### src/rtl/load_store_unit.sv
// Load/store unit between the core data port and a word-wide ram; sub-word stores use read-modify-write.
// Optional feature macro: LSU_MISALIGN_TRAP_EN (misaligned half/word accesses take the error path).
module load_store_unit #(
    parameter int ADDR_W = 32,
    parameter int RAM_AW = 16
) (
    input  logic              clk,
    input  logic              reset,
    input  logic              req_valid,
    output logic              req_ready,
    input  logic              req_we,
    input  logic [1:0]        req_size,
    input  logic              req_unsigned,
    input  logic [ADDR_W-1:0] req_addr,
    input  logic [31:0]       req_wdata,
    output logic              rsp_valid,
    output logic [31:0]       rsp_rdata,
    output logic              rsp_err,
    output logic              ram_we,
    output logic [31:0]       ram_addr,
    output logic [31:0]       ram_wdata,
    input  logic [31:0]       ram_rdata
);

    // Handshake: a request is taken on a rising edge where req_valid && req_ready;
    // req_ready is high only in IDLE, and the response is a single rsp_valid pulse
    // in RESP that the requester cannot stall.

    localparam logic [1:0] SZ_BYTE = 2'b00;
    localparam logic [1:0] SZ_HALF = 2'b01;
    localparam logic [1:0] SZ_WORD = 2'b10;
    localparam logic [1:0] SZ_RSVD = 2'b11;

    typedef enum logic [2:0] {
        IDLE,
        RD_ISSUE,
        RD_WAIT,
        WRITE,
        RESP
    } state_t;

    state_t state;
    state_t next_state;

    logic        accept;
    logic        req_err;
    logic [1:0]  req_lane;
    logic [31:0] req_index;
    logic        unused_addr_bits;

    logic        op_we;
    logic [1:0]  op_size;
    logic        op_unsigned;
    logic [1:0]  op_lane;
    logic [31:0] op_wdata;

    assign req_ready = (state == IDLE) && !reset;
    assign accept    = req_valid && req_ready;
    assign rsp_valid = (state == RESP);

    assign unused_addr_bits = ^req_addr[ADDR_W-1:RAM_AW+2];

`ifdef LSU_MISALIGN_TRAP_EN
    logic req_misaligned;
    assign req_misaligned = ((req_size == SZ_HALF) && req_addr[0]) ||
                            ((req_size == SZ_WORD) && (req_addr[1:0] != 2'b00));
    assign req_err = (req_size == SZ_RSVD) || req_misaligned;
`else
    assign req_err = (req_size == SZ_RSVD);
`endif

    // Lane is forced to the natural alignment of the access size; with the trap
    // enabled a misaligned request never gets this far, so the forcing is harmless.
    always_comb begin
        req_lane = req_addr[1:0];
        case (req_size)
            SZ_HALF: req_lane = {req_addr[1], 1'b0};
            SZ_WORD: req_lane = 2'b00;
            default: req_lane = req_addr[1:0];
        endcase
    end

    always_comb begin
        req_index = '0;
        req_index[RAM_AW-1:0] = req_addr[RAM_AW+1:2];
    end

    function automatic logic [31:0] merge_word(input logic [31:0] base,
                                               input logic [31:0] wdata,
                                               input logic [1:0]  size,
                                               input logic [1:0]  lane);
        logic [31:0] w;
        w = base;
        case (size)
            SZ_BYTE: w[{lane, 3'b000} +: 8] = wdata[7:0];
            SZ_HALF: w[{lane[1], 4'b0000} +: 16] = wdata[15:0];
            default: w = wdata;
        endcase
        return w;
    endfunction

    function automatic logic [31:0] extract_word(input logic [31:0] word,
                                                 input logic [1:0]  size,
                                                 input logic        is_unsigned,
                                                 input logic [1:0]  lane);
        logic [31:0] s;
        logic [31:0] r;
        s = word >> {lane, 3'b000};
        case (size)
            SZ_BYTE: r = is_unsigned ? {24'h0, s[7:0]} : {{24{s[7]}}, s[7:0]};
            SZ_HALF: r = is_unsigned ? {16'h0, s[15:0]} : {{16{s[15]}}, s[15:0]};
            default: r = word;
        endcase
        return r;
    endfunction

    always_ff @(posedge clk or posedge reset) begin
        if (reset) begin
            state <= IDLE;
        end else begin
            state <= next_state;
        end
    end

    always_comb begin
        next_state = state;
        case (state)
            IDLE: begin
                if (accept) begin
                    if (req_err) begin
                        next_state = RESP;
                    end else if (req_we && (req_size == SZ_WORD)) begin
                        next_state = WRITE;
                    end else begin
                        next_state = RD_ISSUE;
                    end
                end
            end
            RD_ISSUE: next_state = RD_WAIT;
            RD_WAIT:  next_state = op_we ? WRITE : RESP;
            WRITE:    next_state = RESP;
            RESP:     next_state = IDLE;
            default:  next_state = IDLE;
        endcase
    end

    always_ff @(posedge clk or posedge reset) begin
        if (reset) begin
            op_we       <= 1'b0;
            op_size     <= 2'b00;
            op_unsigned <= 1'b0;
            op_lane     <= 2'b00;
            op_wdata    <= '0;
            ram_we      <= 1'b0;
            ram_addr    <= '0;
            ram_wdata   <= '0;
            rsp_rdata   <= '0;
            rsp_err     <= 1'b0;
        end else begin
            // Registered so ram_we is high for exactly the single WRITE cycle.
            ram_we <= (next_state == WRITE);

            if (accept) begin
                op_we       <= req_we;
                op_size     <= req_size;
                op_unsigned <= req_unsigned;
                op_lane     <= req_lane;
                op_wdata    <= req_wdata;
                if (!req_err) begin
                    ram_addr <= req_index;
                end
                if (req_we && (req_size == SZ_WORD) && !req_err) begin
                    ram_wdata <= req_wdata;
                end
            end

            // ram_rdata is valid during RD_WAIT; merge it into the write word here.
            if ((state == RD_WAIT) && op_we) begin
                ram_wdata <= merge_word(ram_rdata, op_wdata, op_size, op_lane);
            end

            if ((next_state == RESP) && (state != RESP)) begin
                rsp_err <= (state == IDLE);
                if ((state == RD_WAIT) && !op_we) begin
                    rsp_rdata <= extract_word(ram_rdata, op_size, op_unsigned, op_lane);
                end else begin
                    rsp_rdata <= '0;
                end
            end
        end
    end

endmodule

### config.mk
export PLATFORM = sky130hd
export DESIGN_NAME = load_store_unit
export DESIGN_NICKNAME = d
export VERILOG_FILES = /design/src/rtl/load_store_unit.sv
export SDC_FILE = /design/constraint.sdc
export NUM_CORES = 1
export LEC_CHECK = 0
export ABC_AREA = 1
export CAP_MARGIN = 25
export CORE_MARGIN = 1
export CORE_UTILIZATION = 50
export CTS_BUF_LIST = sky130_fd_sc_hd__clkbuf_4 sky130_fd_sc_hd__clkbuf_8
export CTS_CLUSTER_DIAMETER = 40
export CTS_CLUSTER_SIZE = 24
export DETAILED_ROUTE_END_ITERATION = 16
export MAX_ROUTING_LAYER = met4
export PLACE_DENSITY = 0.83
export SKIP_CTS_REPAIR_TIMING = 1
export SLEW_MARGIN = 20
export SYNTH_ARGS = -nofsm -noshare
export SYNTH_HDL_FRONTEND = slang
export SYNTH_SLANG_ARGS = --single-unit
### constraint.sdc
create_clock -name clk -period 5.4 [get_ports clk]
set_clock_uncertainty 0.2 [all_clocks]
set_input_delay 1.35 -clock clk [delete_from_list [all_inputs] [get_ports clk]]
set_output_delay 1.35 -clock clk [all_outputs]
set_load 0.005 [all_outputs]
==> run_results.csv <==
group,metric,value,unit
floorplan,initial_core_util,0.518,
worst_setup_path,worstPathRequired,3.85,ns
floorplan,fp.coreArea,0.0140,mm²
global_route,grt_pass1_wl,34400,µm
pwr,powerDensity,516,mW/mm²
pwr,power.share.sequential,0.350,
worst_setup_path,critPathKind,"primary input to output pin",
synth,synth_common_cells,"nand2_1, dfrtp_1, nand3_1",
detailed_routing,drt_iter0_markers,932,
finish,nFillCells,1190,
worst_setup_path,startpoint_type,"primary input",
pwr,share_comb_of_total_power,0.491,
floorplan,die_y,123,µm
worst_setup_path,worst_r2r_path_depth,9,
synth,yosysTopAreaCell,"dfrtp_1",
clock_tree,clock_sinks,123,
hold_path,hold_path_depth,2,
global_route,grt_pass1_vias,6680,
synth,synth.avg_cell_area,6.99,µm²
synth,yosysMostFrequentCell,"nand2_1",
sta,drv_slew,0,
detailed_routing,vias,7484,
floorplan,die-width,123,µm
floorplan,die_area,0.0150,mm²
synth,async_flop_share,1.00,
finish,drive_gt1_frac,0.0502,
synth,ys_ff_latch,123,
detailed_routing,wl_per_cell,15.9,µm
finish,fin_nets,1294,
finish,fin_cells,1375,
clock_tree,path_clk_slew,0.07,ns
clock_tree,cts_root_buf,"clkbuf_8",
pwr,leakagePower,0.00454,µW
clock_tree,clk_latency,0.44,ns
detailed_routing,drt_drc_violations_left,0,
sta,hold_viol_final,0,
global_route,grt_max_degree,71,
synth,synth_area,0.00728,mm²
finish,antenna_cells,0,
status,status,"complete, no violations",
worst_setup_path,crit_fanout,2,
pwr,p_int,2760,µW
placed_design,place_inst,1343,
sta,max_slew_margin,0.354,
floorplan,rows,43,
pwr,p_sw,2050,µW
pwr,p_clk_frac,0.159,
placed_design,port-buffer-count,172,
synth,synth_top_cell_area_share,0.423,
synth,ys_seq_area_frac,0.423,
detailed_routing,dr.pass1.iters,6,
detailed_routing,postRouteAntennaNets,0,
pwr,vdd_ir_drop_max,218,µV
sta,fmax,249,MHz
synth,yosysWarnings,0,
sta,max_slew.worst_pin.slew,0.968,ns
job,maxCapViolCount,0,
sta,fin_crit_sh,0.744,
worst_setup_path,arrival,2.47,ns
sta,rsz0062_at_grt,"false",
placed_design,dpl.hpwl,15300,µm
sta,fin_tns_setup,0,ns
synth,netlist_top_cells_area,"dfrtp_1, nand2_1, nand3_1",
synth,synth_flop_cell,"dfrtp_1",
clock_tree,cts.path.max_buffers,2,
worst_setup_path,cp-end-kind,"output pin",
clock_tree,cts_tree,"yes",
clock_tree,cts_buffers,17,
finish,areaGrowthSynthToFinish,28.3,%
synth,synth-edff-count,0,
placed_design,globalplace.congestion,0.949,
synth,syn_inst,1041,
clock_tree,htreeDepth,4,
detailed_routing,vias_per_cell,5.44,
synth,synth_cell_types,27,
sta,finalSetupViolCount,0,
detailed_routing,wl,21900,µm
hold_path,worstHoldPathType,"register to register",
global_route,gr-usage-all-layers,0.306,
sta,period_needed,4.02,ns
pwr,switching_share,0.426,
global_route,grt-ovfl-total,0,
global_route,antenna_found_initial,0,
floorplan,io_pins,203,
-- cells by family (layout without fill, tap and decap cells) --
family	after synthesis	count (layout)	share of synthesized area
AND/OR/NAND/NOR	530	530	0.303
AO/OA/AOI/OAI	217	217	0.159
buffers and inverters	162	301	0.101
flip-flops	123	123	0.423
adder cells (fa/ha/maj)	8	8	0.0138
other	1	16	0.000515
-- power groups by stage --
stage / registers [µW] / logic, µW / clock network, µW
2_1_floorplan: 1600 / 1430 / 0
3_5_place_dp: 1690 / 2310 / 0
6_report: 1690 / 2360 / 767
5_1_grt: 1740 / 2640 / 819
4_1_cts: 1680 / 2330 / 773
3_3_place_gp: 1680 / 2260 / 0
-- critical path, cell delays in order --
cell and delay (ns):
clkdlybuf4s50_1 0.48, nor2_1 0.13, clkdlybuf4s50_1 0.50
-- per-stage QoR --
step	worst slack (ns)	total power, µW	utilization	hold slack (ns)	area (µm²)
final	1.38	4820	0.665	0.270	9340
after global routing	1.31	5200	0.665	0.290	9340
after CTS	1.39	4780	0.663	0.275	9310
after detailed placement	1.37	4000	0.637	0.257	8950
after global placement	1.41	3940	0.637	0.254	8940
after floorplan	0.799	3030	-	0.253	7340
-- state kept, by name, indices dropped and copies added (netlist names), 2 cells and up --
register	count
op_wdata	32
ram_wdata	32
ram_addr	16
op_size	2
state	3
op_lane	2
rsp_rdata	32
-- per-layer routing --
metal  up-vias  GRT usage  share of wire
met1      3395      0.418           0.44
met4         0      0.128          0.026
met3        50     0.0483          0.084
li1       3639          -              -
met5         -          -              0
met2       400      0.452           0.45
-- cell usage in the layout (no fill, tap or decap), drive strengths merged --
cell type	synthesis	routed
clkinvlp	0	3
o22ai	12	12
nor2	23	23
inv	87	86
ha	8	8
o21ai	102	102
nand4	1	1
o211ai	14	14
a31oi	1	1
clkinv	1	6
nor3	1	1
nand2	382	382
conb	1	16
dfrtp	123	123
o31ai	6	6
bufinv	0	1
buf	54	10
clkdlybuf4s50	0	172
nand3	123	123
clkbuf	20	23
a21oi	82	82
-- area by class of cell --
| type | instances | area, µm² | share of cell area |
|---|---|---|---|
| Clock buffer | 23 | 292 | 0.0312 |
| Inverter | 88 | 334 | 0.0358 |
| Timing Repair Buffer | 182 | 1810 | 0.194 |
| Multi-Input combinational cell | 771 | 3530 | 0.378 |
| Clock inverter | 8 | 70.1 | 0.00750 |
| Tap cell | 180 | 225 | 0.0241 |
| Sequential cell | 123 | 3080 | 0.330 |
-- worst paths after layout --
| check | startpoint | slack, ns | endpoint |
|---|---|---|---|
| worst min-delay path | ram_addr[2] | 0.27 | ram_addr[2] |
| max in group asynchronous | reset | 2.32 | op_wdata[5] |
| min in group asynchronous | reset | 1.40 | op_we |
| worst max-delay path | reset | 1.38 | req_ready |
| worst min register to register | ram_addr[2] | 0.27 | ram_addr[2] |
| worst max register to register | op_lane[0] | 2.33 | ram_wdata[26] |
Note: power is estimated with default switching activity, not from simulation.
